### src/rtl/clint.sv
// Core-local interrupt/exception sequencer.
// Detects ecall/ebreak/mret in decode and enabled external interrupts
// while idle. It holds the pipeline, writes mepc/mstatus/mcause through a
// dedicated CSR write port, then issues a one-cycle redirect.
//
// Handshake: there is no back-pressure. hold_flag_o is raised in the
// detection cycle and stays high through every sequencing state. Each CSR
// write is a single-cycle strobe on we_o. The redirect is a single-cycle
// strobe on int_assert_o, with int_addr_o valid only in that cycle.
module clint #(
    parameter int          INT_W     = 8,
    parameter logic [31:0] CAUSE_EXT = 32'h8000000B
) (
    input  logic             clk,
    input  logic             rst,
    input  logic [INT_W-1:0] int_flag_i,
    input  logic [31:0]      inst_i,
    input  logic [31:0]      inst_addr_i,
    input  logic             jump_flag_i,
    input  logic [31:0]      jump_addr_i,
    input  logic [31:0]      csr_mtvec_i,
    input  logic [31:0]      csr_mepc_i,
    input  logic [31:0]      csr_mstatus_i,
    output logic             hold_flag_o,
    output logic             we_o,
    output logic [11:0]      waddr_o,
    output logic [31:0]      data_o,
    output logic             int_assert_o,
    output logic [31:0]      int_addr_o
);

    localparam logic [31:0] INST_ECALL  = 32'h00000073;
    localparam logic [31:0] INST_EBREAK = 32'h00100073;
    localparam logic [31:0] INST_MRET   = 32'h30200073;

    localparam logic [11:0] CSR_MSTATUS = 12'h300;
    localparam logic [11:0] CSR_MEPC    = 12'h341;
    localparam logic [11:0] CSR_MCAUSE  = 12'h342;

    typedef enum logic [2:0] {
        S_IDLE      = 3'd0,
        S_W_MEPC    = 3'd1,
        S_W_MSTATUS = 3'd2,
        S_W_MCAUSE  = 3'd3,
        S_ASSERT    = 3'd4,
        S_R_MSTATUS = 3'd5,
        S_R_ASSERT  = 3'd6
    } state_e;

    state_e      state_q, state_d;
    logic [31:0] cause_q, cause_d;
    logic [31:0] epc_q,   epc_d;
    logic        detect;

    logic is_ecall, is_ebreak, is_mret, ext_req;

    assign is_ecall  = (inst_i == INST_ECALL);
    assign is_ebreak = (inst_i == INST_EBREAK);
    assign is_mret   = (inst_i == INST_MRET);
    // Interrupts are masked by mstatus.MIE; exceptions and mret never are.
    assign ext_req   = (|int_flag_i) && csr_mstatus_i[3];

    // Next-state and cause/epc capture; detection is only evaluated in IDLE.
    always_comb begin
        state_d = state_q;
        cause_d = cause_q;
        epc_d   = epc_q;
        detect  = 1'b0;
        unique case (state_q)
            S_IDLE: begin
                if (is_ecall || is_ebreak) begin
                    detect  = 1'b1;
                    state_d = S_W_MEPC;
                    cause_d = is_ecall ? 32'd11 : 32'd3;
                    epc_d   = inst_addr_i;
                end else if (ext_req) begin
                    detect  = 1'b1;
                    state_d = S_W_MEPC;
                    cause_d = CAUSE_EXT;
                    // A taken jump in ex means the next instruction to run is the target.
                    epc_d   = jump_flag_i ? jump_addr_i : inst_addr_i;
                end else if (is_mret) begin
                    detect  = 1'b1;
                    state_d = S_R_MSTATUS;
                end
            end
            S_W_MEPC:    state_d = S_W_MSTATUS;
            S_W_MSTATUS: state_d = S_W_MCAUSE;
            S_W_MCAUSE:  state_d = S_ASSERT;
            S_ASSERT:    state_d = S_IDLE;
            S_R_MSTATUS: state_d = S_R_ASSERT;
            S_R_ASSERT:  state_d = S_IDLE;
            default:     state_d = S_IDLE;
        endcase
    end

    // State and latched trap context; reset abandons any sequence in flight.
    always_ff @(posedge clk or posedge rst) begin
        if (rst) begin
            state_q <= S_IDLE;
            cause_q <= '0;
            epc_q   <= '0;
        end else begin
            state_q <= state_d;
            cause_q <= cause_d;
            epc_q   <= epc_d;
        end
    end

    // Output decode from the registered state; hold also covers the detection cycle.
    always_comb begin
        hold_flag_o  = detect || (state_q != S_IDLE);
        we_o         = 1'b0;
        waddr_o      = '0;
        data_o       = '0;
        int_assert_o = 1'b0;
        int_addr_o   = '0;
        unique case (state_q)
            S_W_MEPC: begin
                we_o    = 1'b1;
                waddr_o = CSR_MEPC;
                data_o  = epc_q;
            end
            S_W_MSTATUS: begin
                // Trap entry: MPIE <= MIE, MIE <= 0.
                we_o    = 1'b1;
                waddr_o = CSR_MSTATUS;
                data_o  = {csr_mstatus_i[31:8], csr_mstatus_i[3],
                           csr_mstatus_i[6:4], 1'b0, csr_mstatus_i[2:0]};
            end
            S_W_MCAUSE: begin
                we_o    = 1'b1;
                waddr_o = CSR_MCAUSE;
                data_o  = cause_q;
            end
            S_ASSERT: begin
                int_assert_o = 1'b1;
                int_addr_o   = csr_mtvec_i;
            end
            S_R_MSTATUS: begin
                // Trap return: MIE <= MPIE, MPIE <= 1.
                we_o    = 1'b1;
                waddr_o = CSR_MSTATUS;
                data_o  = {csr_mstatus_i[31:8], 1'b1, csr_mstatus_i[6:4],
                           csr_mstatus_i[7], csr_mstatus_i[2:0]};
            end
            S_R_ASSERT: begin
                int_assert_o = 1'b1;
                int_addr_o   = csr_mepc_i;
            end
            default: begin
                we_o = 1'b0;
            end
        endcase
    end

endmodule
### config.mk
export PLATFORM = sky130hd
export DESIGN_NAME = clint
export DESIGN_NICKNAME = d
export VERILOG_FILES = /design/src/rtl/clint.sv
export SDC_FILE = /design/constraint.sdc
export NUM_CORES = 1
export LEC_CHECK = 0
export BUFFER_PORTS_ARGS = -buffer_cell sky130_fd_sc_hd__buf_2
export CORE_AREA = 2 2 110 112
export CTS_BUF_LIST = sky130_fd_sc_hd__clkbuf_8
export CTS_CLUSTER_DIAMETER = 60
export DETAILED_ROUTE_END_ITERATION = 7
export DIE_AREA = 0 0 112 114
export PLACE_DENSITY = 0.68
export SLEW_MARGIN = 20
export SYNTH_ARGS = -nofsm -noshare
export SYNTH_HDL_FRONTEND = slang
export SYNTH_SLANG_ARGS = --single-unit
### constraint.sdc
create_clock -name clk -period 5.2 [get_ports clk]
set_input_delay 1.04 -clock clk [delete_from_list [all_inputs] [get_ports clk]]
set_output_delay 1.04 -clock clk [all_outputs]
set_load 0.05 [all_outputs]
; Word-level counts from Yosys, hierarchy flattened
; Index checks and enable logic that the tools add are counted.
[totals]
regBits = 67
in_bits = 203
output_inout_bits = 79
word_cells = 43
[classes]
n_eq_ne = 10
mux = 19
reduce_logical = 11
[op_table]
columns = op, n
row1 = $mux 32, 5
row2 = $pmux 32 s4, 1
row3 = $pmux 32 s2, 1
row4 = $eq 32x21->1 const B, 1
row5 = $eq 32x30->1 const B, 1
row6 = $eq 32x7->1 const B, 1
row7 = $pmux 10 s3, 1
row8 = $pmux 3 s5, 1
row9 = $eq 3x3->1 const B, 3
row10 = $mux 3, 3
row11 = $reduce_or 8->1, 1
row12 = $eq 3x2->1 const B, 2
row13 = $mux 1, 6
row14 = $mux 4, 1
row15 = $ne 4x4->1 const B, 1
row16 = $reduce_or 2->1, 2
row17 = $reduce_or 4->1, 1
row18 = $eq 3x1->1 const B, 1
row19 = $logic_not 3->1, 1
row20 = $reduce_bool 3->1, 1
row21 = $logic_or 1x1->1, 2
row22 = $reduce_and 2->1, 1
row23 = $reduce_bool 2->1, 1
row24 = $logic_and 1x1->1, 1

; Logic depth before layout (Yosys ltp)
; Gate-level depths: netlist of run 1.
[depth]
ltp_word = 6
depth_mapped = 6
mapped_depth_nobuf = 4

; Worst setup path after synthesis of run 1
; OpenSTA, ideal clock, no wires.
[synth_timing]
kind = register -> output
from = register state_q[0]
to = output port data_o[10]
t_arrival_ns = 2.756
t_required_ns = 4.160
setup_slack_ns = 1.404
path_stages_with_launch = 6
n_path_buf = 2
path_cell_list = dfrtp_1 > nor2b_1 > nor2b_1 > buf_2 > buf_1 > a22o_1
[synth_via]
elab_chain_cells = 2
elab_cells_between_ends = 5
classes_between = eq/ne (4) / mux (1)
[synth_lines]
columns = item, line_no
row1 = from (decl), 50  ; state_e state_q, state_d;
row2 = from (signal assigned), 104  ; state_q <= state_d;
row3 = $eq 3x3->1 (tied with other cells), 118  ; unique case (state_q)
row4 = $pmux 32 s4 (*), 118
row5 = to (decl), 27  ; output logic [31:0] data_o,
; Every way passes the cells marked *; elsewhere a longest branch is shown, timed or not.

; Worst setup path in the final report of run 1
[layout_timing]
from = register state_q[0]
to = output port data_o[20]
; The elaborated chain is that of the path after synthesis.

==> impl_metrics.py, run 1 <==
metrics = {
    "synth": {
        "synth_area_leaders": "dfrtp_1, nand4_1, mux2_2, mux2i_1, o2111ai_1",
        "synth-edff-count": 0,
        "postSynthAreaPerCell_sq_um": 8.30,
        "synth_area_sq_mm": 0.00384,
        "synth_area_leader_cell": "dfrtp_1",
        "ys_warn_count": 0,
        "seq_area_frac_synth": 0.247,
        "ys_seq_elements": 38,
        "synth_top_area_frac": 0.247,
        "async_reset_ff_frac": 1.00,
        "synthFlopType": "dfrtp_1",
        "syn_inst": 463,
        "yosysUniqueCellTypes": 44,
    },
    "min_path": {
        "hp-class": "reg -> reg",
    },
    "timing": {
        "period_share": 0.718,
        "rsz0062_at_grt": "false",
        "worstMarginPinSlew_ns": 0.847,
        "setup_viol": 0,
        "final-max-slew-violation-count": 0,
        "fin_crit_ns": 3.74,
        "max_freq_mhz": 268,
        "finClkSkew_ns": 0.0108,
        "fin_tns_setup_ns": 0,
        "slew_headroom": 0.434,
        "finalHoldViolCount": 0,
    },
    "power": {
        "power_mw": 3.12,
        "pwr_density_cell_mw_per_mm2": 588,
        "p_int_mw": 1.23,
        "p_sw_mw": 1.88,
        "p_seq_frac": 0.182,
        "p_sw_frac": 0.604,
        "power.leakage_nw": 2.53,
        "ir_worst_vdd_mv": 0.433,
        "p_clk_frac": 0.084,
        "p_comb_frac": 0.734,
    },
    "run": {
        "maxCapViolCount": 0,
    },
    "floorplan": {
        "die_area_sq_mm": 0.0128,
        "start_util": 0.328,
        "io_pins": 282,
        "die_x_um": 112,
        "fp.coreArea_sq_mm": 0.0117,
        "die_h_um": 114,
        "core.rowCount": 40,
    },
    "setup_path": {
        "critPathKind": "reg -> out",
        "cp-startpoint": "state_q[0]",
        "reg2reg_from": "state_q[1]",
        "crit_end": "data_o[20]",
        "cp_slowest_cell": "dfrtp_1",
        "cp.required_ns": 4.16,
        "path_max_fanout": 16,
        "crit_path_start_kind": "register",
        "r2r-end": "state_q[2]",
        "max_stage_delay_ns": 0.67,
        "r2r_setup_slack_ns": 3.23,
        "r2r_cells": 5,
        "crit_chain": "nor2b_1, nor2b_2, buf_4, a22o_1, buf_2",
        "arrival_ns": 2.70,
        "endpoint_kind": "output pin",
    },
    "placement": {
        "gp_congestion": 0.994,
        "dpl-instance-area_sq_mm": 0.00518,
        "dp_hpwl_um": 11900,
        "port_buffers": 274,
        "dpl.cell_count": 832,
    },
    "clock_network": {
        "clock_latency_ns": 0.29,
        "hold_buffers": 0,
        "post_cts_resized": 0,
        "cts_buffers": 5,
        "clk_path_buf_depth": 2,
        "cts.sinks": 38,
        "cts-root-buf": "clkbuf_8",
        "cts_setup_buffers": 0,
        "cts_htree_levels": 2,
        "cts_tree": "done",
        "clkTransAtPathRegs_ns": 0.08,
    },
    "final_layout": {
        "fin_nets": 895,
        "design_area_sq_mm": 0.00530,
        "layout_commonest_cell": "buf_2",
        "drive_above_1_share": 0.486,
        "layout_common_cells": "buf_2, nand4_1, nand2_1",
        "area_growth_pct": 37.8,
        "insertedDiodeCount": 0,
        "post-route-util": 0.452,
        "fill_cells": 1195,
        "final_cells": 839,
    },
    "global_route": {
        "grt_pass1_vias": 4425,
        "grt_overflow_total": 0,
        "busiest_layer": "met2",
        "grtUsageMet2": 0.430,
        "antenna_found_initial": 0,
        "grt.total_usage": 0.239,
        "grt_pass1_wl_um": 24500,
        "grt_max_degree": 72,
        "grt_use_met3": 0.0377,
        "grt_util_met1": 0.304,
    },
    "run_status": {
        "status": "finished, final reports clean",
    },
    "detailed_routing": {
        "dr.first_iter.drc_count": 358,
        "drtAntennaViolNets": 0,
        "wl_per_cell_um": 19.5,
        "vias": 4789,
        "drc_errors": 0,
        "first_pass_iters": 4,
        "drt_wl_total_um": 16300,
        "viasPerCell": 5.71,
    },
}
## cell type report
| type | instances | area [sq um] | area share |
|---|---|---|---|
| multi-input combinational | 358 | 2580 | 0.487 |
| clock inverter | 1 | 30.0 | 0.00567 |
| inverter | 4 | 15.0 | 0.00283 |
| tap | 147 | 184 | 0.0347 |
| clock buffer | 6 | 82.6 | 0.0156 |
| sequential | 38 | 952 | 0.180 |
| timing repair buffer | 285 | 1450 | 0.274 |
## sequential cells by signal, indices dropped and copies added, names as in the netlist
| register | flops |
|---|---|
| cause_q | 3 |
| epc_q | 32 |
| state_q | 3 |
## Yosys cell counts (all sizes together), types with 2 or more instances
library cell	instances
nor2	36
mux2i	33
o211ai	32
mux2	33
and4	3
o2111ai	32
a22o	27
dfrtp	38
a22oi	3
nand2b	3
nand3	2
a31oi	2
nand4	66
nor4bb	2
inv	4
buf	41
nor3	4
or3	2
nor4	4
nor2b	4
nand2	39
or4	2
clkbuf	28
o21ai	9
## critical path, delay by kind of cell (launching register included)
| kind | cells | cell delay, ns |
|---|---|---|
| and+or+nand+nor | 2 | 0.93 |
| buffers and inverters | 2 | 0.62 |
| DFF | 1 | 0.67 |
| AOI/OAI and AO/OA | 1 | 0.18 |
## power groups by stage
stage	clock network (mW)	logic [mW]	registers (mW)
after floorplan	0	1.82	0.505
after global routing	0.280	2.42	0.585
after detailed placement	0	2.29	0.572
after global placement	0	2.26	0.565
after CTS	0.267	2.30	0.566
final	0.262	2.29	0.566
## cell families after synthesis
logic type | count (synthesis) | share of synthesized area
AO/OA/AOI/OAI | 114 | 0.240
buffers and inverters | 73 | 0.0921
flip-flops | 38 | 0.247
multiplexers | 66 | 0.183
other | 1 | 0.000975
AND/OR/NAND/NOR | 171 | 0.237
## through the flow
stage	hold slack (ns)	setup WS, ns
3_3_place_gp	0.441	1.56
3_5_place_dp	0.447	1.52
4_1_cts	0.466	1.47
2_1_floorplan	0.428	1.40
5_1_grt	0.483	1.32
6_report	0.466	1.46
## layer usage
layer / share of wire / up-vias
met3: 0.069 / 16
met4: 0.015 / 0
met2: 0.51 / 218
met5: 0 / -
li1: - / 2265
met1: 0.41 / 2290
## how the worst min path moves through the flow
stage	startpoint	cells after the start	to	slack, ns
after floorplan	cause_q[1]	1	cause_q[1]	0.43
after global placement	cause_q[1]	1	cause_q[1]	0.44
after detailed placement	cause_q[1]	1	cause_q[1]	0.45
after CTS	cause_q[1]	1	cause_q[1]	0.47
after global routing	cause_q[1]	1	cause_q[1]	0.48
final	cause_q[1]	1	cause_q[1]	0.47
(Power assumes the default switching activity.)
==> run 2, diff against run 1 <==
- PLACE_DENSITY: 0.68 -> 0.71
- clock period: 5.2 -> 3 ns (I/O delays scaled with it)
==> run 2 against run 1 <==
  * Sequential power up 72%
  * Setup slack lost 1.3 ns
  * Clock skew down 0.0048 ns
  * Via count shrank 1.3%
  * Routed wire length is 2.1% lower
  * Combinational power increased by 78%
  * Critical path depth grew 1
  * Sequential share of layout area fell by 0.28 points
  * Power rose by 76%
  * Clock-buffer cell count fell by 1
  * First-iteration DRC count up 7.8%
  * Worst hold slack better by 0.0047 ns
==> impl_metrics.py, run 2 (synthesis gave the netlist of run 1 again) <==
metrics = {
    "power": {
        "p_sw_mw": 3.27,
        "p_comb_frac": 0.744,
        "p_sw_frac": 0.597,
        "p_clk_frac": 0.078,
        "power.leakage_nw": 2.57,
        "p_int_mw": 2.21,
        "pwr_density_cell_mw_per_mm2": 1020,
        "p_seq_frac": 0.178,
        "ir_worst_vdd_mv": 0.618,
    },
    "setup_path": {
        "crit_path_start_kind": "input pin",
        "critPathKind": "in -> out",
        "r2r_cells": 4,
        "arrival_ns": 2.19,
        "endpoint_kind": "output pin",
        "cp.required_ns": 2.40,
        "path_max_fanout": 3,
    },
    "clock_network": {
        "cts_setup_buffers": 0,
        "hold_buffers": 0,
        "clkTransAtPathRegs_ns": 0.08,
        "cts_htree_levels": 2,
        "post_cts_resized": 0,
        "clk_path_buf_depth": 2,
        "cts-root-buf": "clkbuf_8",
        "cts_buffers": 5,
        "clock_latency_ns": 0.29,
        "cts_tree": "done",
        "cts.sinks": 38,
    },
    "placement": {
        "gp_congestion": 0.934,
        "dp_hpwl_um": 11600,
        "port_buffers": 274,
    },
    "global_route": {
        "grtUsageMet2": 0.402,
        "grt_max_degree": 71,
        "grt.total_usage": 0.235,
        "busiest_layer": "met2",
        "grt_pass1_wl_um": 24000,
        "grt_overflow_total": 0,
        "grt_pass1_vias": 4302,
        "grt_util_met1": 0.299,
        "antenna_found_initial": 1,
        "grt_use_met3": 0.0489,
    },
    "final_layout": {
        "fill_cells": 1193,
        "layout_commonest_cell": "buf_2",
        "drive_above_1_share": 0.488,
        "top_regs": "epc_q (32), cause_q (3), state_q (3)",
        "post-route-util": 0.460,
        "regMostFlops": "epc_q",
        "area_growth_pct": 40.0,
        "layout_common_cells": "buf_2, nand4_1, nand2_1",
        "largest_reg_flops": 32,
        "fin_nets": 901,
    },
    "run": {
        "maxCapViolCount": 0,
    },
    "detailed_routing": {
        "drc_errors": 0,
        "first_pass_iters": 5,
        "viasPerCell": 5.58,
        "drt_wl_total_um": 16000,
        "dr.first_iter.drc_count": 386,
        "vias": 4727,
        "wl_per_cell_um": 18.9,
        "drtAntennaViolNets": 0,
    },
    "timing": {
        "final-max-slew-violation-count": 0,
        "slew_headroom": 0.426,
        "fin_tns_setup_ns": 0,
        "setup_viol": 0,
        "finalHoldViolCount": 0,
        "worstMarginPinSlew_ns": 0.860,
        "finClkSkew_ns": 0.00600,
        "fin_crit_ns": 2.79,
        "period_share": 0.929,
        "max_freq_mhz": 359,
        "rsz0062_at_grt": "false",
    },
    "min_path": {
        "hp-class": "reg -> reg",
        "hold_depth": 1,
    },
    "floorplan": {
        "fp.coreArea_sq_mm": 0.0117,
        "start_util": 0.328,
        "die_h_um": 114,
        "die_area_sq_mm": 0.0128,
        "core.rowCount": 40,
        "io_pins": 282,
        "die_x_um": 112,
    },
    "run_status": {
        "status": "finished, final reports clean",
    },
}
==> run 2: changes by cell type in the layout (fill, tap and decap cells not counted) <==
cell	delta
buf_2	-2
nand2b_2	-1
nor2b_1	-1
inv_1	+2
diode_2	+1
nand2b_1	+1
nor2b_2	+1
buf_12	+3
buf_4	+5
clkbuf_8	-1
==> run 2: worst paths after layout <==
kind                       startpoint           to  slack, ns
setup / recovery           inst_i[10]  hold_flag_o       0.21
hold / removal             cause_q[1]   cause_q[1]       0.47
setup reg to reg           state_q[1]    epc_q[27]       1.05
hold reg to reg            cause_q[1]   cause_q[1]       0.47
max in group asynchronous         rst   state_q[1]       1.92
min in group asynchronous         rst    epc_q[30]       0.49
==> run 2: final cells by class <==
type / instances / area, sq um / share of cell area
antenna: 1 / 2.50 / 0.000465
tap: 147 / 184 / 0.0342
timing repair buffer: 291 / 1540 / 0.286
sequential: 38 / 952 / 0.177
multi-input combinational: 358 / 2580 / 0.480
inverter: 4 / 15.0 / 0.00279
clock inverter: 3 / 37.5 / 0.00697
clock buffer: 5 / 68.8 / 0.0128
==> run 2: critical path: stages <==
cell and delay [ns]:
buf_2 0.10, nor4_1 0.45, nand3_1 0.15, or3_1 0.46
nand3_1 0.15, buf_2 0.29
==> run 2: through the flow <==
step | total power [mW] | instances | setup WS [ns] | hold slack, ns | instance area [sq um]
after floorplan | 4.03 | 469 | 0.278 | 0.428 | 3870
after global placement | 5.03 | 838 | 0.242 | 0.439 | 5270
after detailed placement | 5.06 | 838 | 0.222 | 0.449 | 5270
after CTS | 5.50 | 846 | 0.226 | 0.467 | 5380
after global routing | 5.79 | 847 | 0.0697 | 0.496 | 5380
final | 5.48 | 847 | 0.213 | 0.471 | 5380
==> run 2: power groups by stage <==
stage	combinational [mW]	clock [mW]	sequential, mW
floorplan	3.15	0	0.875
global placement	4.06	0	0.977
detailed placement	4.08	0	0.981
CTS	4.08	0.444	0.974
global route	4.32	0.462	1.01
finish	4.07	0.428	0.976
==> run 2: layer usage <==
metal  up-vias  share of wire
met5         -              0
met4         0          0.028
met3        22          0.082
met2       251           0.49
met1      2177           0.40
li1       2277              -
==> run 3, diff against run 2 <==
==> constraint.sdc (replaced) <==
create_clock -name clk -period 3 [get_ports clk]
set_input_delay 0 -clock clk [delete_from_list [all_inputs] [get_ports clk]]
set_output_delay 0 -clock clk [all_outputs]
set_load 0.05 [all_outputs]
==> run 3 against run 2 <==
  * Routed wire length increased by 5.3%
  * Design area up 5.0%
  * First-iteration DRC count decreased by 7.5%
  * Power is 0.27% lower
  * Setup slack gained 0.62 ns
  * Combinational power is essentially flat
==> impl_metrics.py, run 3 (synthesis gave the netlist of run 1 again) <==
metrics = {
    "timing": {
        "finClkSkew_ns": 0.00564,
        "max_freq_mhz": 461,
        "period_share": 0.724,
        "final-max-slew-violation-count": 0,
        "slew_headroom": 0.399,
        "rsz0062_at_grt": "false",
        "fin_tns_setup_ns": 0,
        "fin_crit_ns": 2.17,
        "finalHoldViolCount": 0,
        "setup_viol": 0,
        "worstMarginPinSlew_ns": 0.902,
    },
    "placement": {
        "dp_hpwl_um": 12100,
        "port_buffers": 274,
        "gp_congestion": 0.949,
    },
    "setup_path": {
        "critPathKind": "reg -> out",
        "arrival_ns": 2.17,
        "cp.required_ns": 3.00,
        "endpoint_kind": "output pin",
        "crit_path_start_kind": "register",
        "path_max_fanout": 29,
        "r2r_setup_slack_ns": 1.12,
    },
    "detailed_routing": {
        "drc_errors": 0,
        "viasPerCell": 5.71,
        "wl_per_cell_um": 19.2,
        "vias": 5013,
        "first_pass_iters": 7,
        "drt_wl_total_um": 16900,
        "drtAntennaViolNets": 0,
        "dr.first_iter.drc_count": 357,
    },
    "floorplan": {
        "io_pins": 282,
        "core.rowCount": 40,
        "die_x_um": 112,
        "fp.coreArea_sq_mm": 0.0117,
        "start_util": 0.328,
        "die_h_um": 114,
        "die_area_sq_mm": 0.0128,
    },
    "final_layout": {
        "fill_cells": 1188,
        "area_growth_pct": 47.0,
        "multi_input_area_sq_mm": 0.00258,
        "drive_above_1_share": 0.468,
        "regArea_sq_um": 952,
        "layout_commonest_cell": "buf_2",
        "largest_reg_flops": 32,
        "layout_common_cells": "buf_2, nand4_1, nand2_1",
        "fin_nets": 933,
        "top_regs": "epc_q (32), cause_q (3), state_q (3)",
        "insertedDiodeCount": 0,
        "regMostFlops": "epc_q",
    },
    "clock_network": {
        "cts_tree": "done",
        "clkTransAtPathRegs_ns": 0.08,
        "cts_buffers": 5,
        "post_cts_resized": 0,
        "clk_path_buf_depth": 2,
        "cts-root-buf": "clkbuf_8",
        "clock_latency_ns": 0.29,
        "cts_htree_levels": 2,
        "cts.sinks": 38,
    },
    "power": {
        "pwr_density_cell_mw_per_mm2": 967,
        "ir_worst_vdd_mv": 0.714,
        "power_mw": 5.46,
        "power.leakage_nw": 2.70,
    },
    "global_route": {
        "grt_max_degree": 72,
        "grt_overflow_total": 0,
        "grt_pass1_wl_um": 25600,
        "grt.total_usage": 0.249,
        "grt_pass1_vias": 4714,
        "antenna_found_initial": 1,
    },
    "min_path": {
        "hp-class": "in -> reg",
    },
    "run": {
        "maxCapViolCount": 0,
    },
    "run_status": {
        "status": "finished, final reports clean",
    },
}
-- run 3: metal layers --
metal  vias to the layer above  track usage  wire [um]
li1                       2344            -          -
met1                      2373        0.314       6810
met2                       262        0.442       8440
met3                        32       0.0505       1280
met4                         2       0.0577        315
met5                         -            0         17
-- run 3: where the power goes --
group / total (mW) / internal (mW) / switching [mW]
sequential: 0.970 / 0.738 / 0.232
clock: 0.436 / 0.242 / 0.194
combinational: 4.06 / 1.20 / 2.86
-- run 3: final cells by class --
type,instances,area share
multi-input combinational,358,0.456
timing repair buffer,323,0.321
sequential,38,0.169
clock buffer,5,0.0122
tap,147,0.0326
inverter,4,0.00266
clock inverter,3,0.00664
-- run 3: worst paths after layout --
path	startpoint	endpoint	cells past startpoint
max	state_q[1]	int_addr_o[8]	4
min	inst_addr_i[24]	epc_q[24]	3
max reg2reg	state_q[1]	epc_q[8]	4
min reg2reg	cause_q[1]	cause_q[1]	1
max in group asynchronous	rst	state_q[1]	3
min in group asynchronous	rst	epc_q[29]	3
-- run 3: what timing repair did --
| item | CTS | global route |
|---|---|---|
| hold endpoints to repair | 66 | 1 |
| hold buffers | 29 | 1 |
| buffers inserted | 0 | 0 |
-- run 3: per-stage QoR --
stage / area, sq um / util / setup slack [ns] / hold slack, ns / cells
2_1_floorplan: 3870 / - / 0.244 / 0.171 / 469
3_3_place_gp: 5240 / 0.448 / 1.06 / 0.224 / 840
3_5_place_dp: 5240 / 0.448 / 0.988 / 0.233 / 840
4_1_cts: 5640 / 0.482 / 0.815 / 0.00351 / 877
5_1_grt: 5650 / 0.482 / 0.705 / 0.00524 / 878
6_report: 5650 / 0.482 / 0.829 / 0.00570 / 878
-- run 3: worst max-delay path: stages (launching register included) --
cell	delay, ns
dfrtp_2	0.64
buf_4	0.49
mux2i_1	0.15
nor2_1	0.25
buf_2	0.33
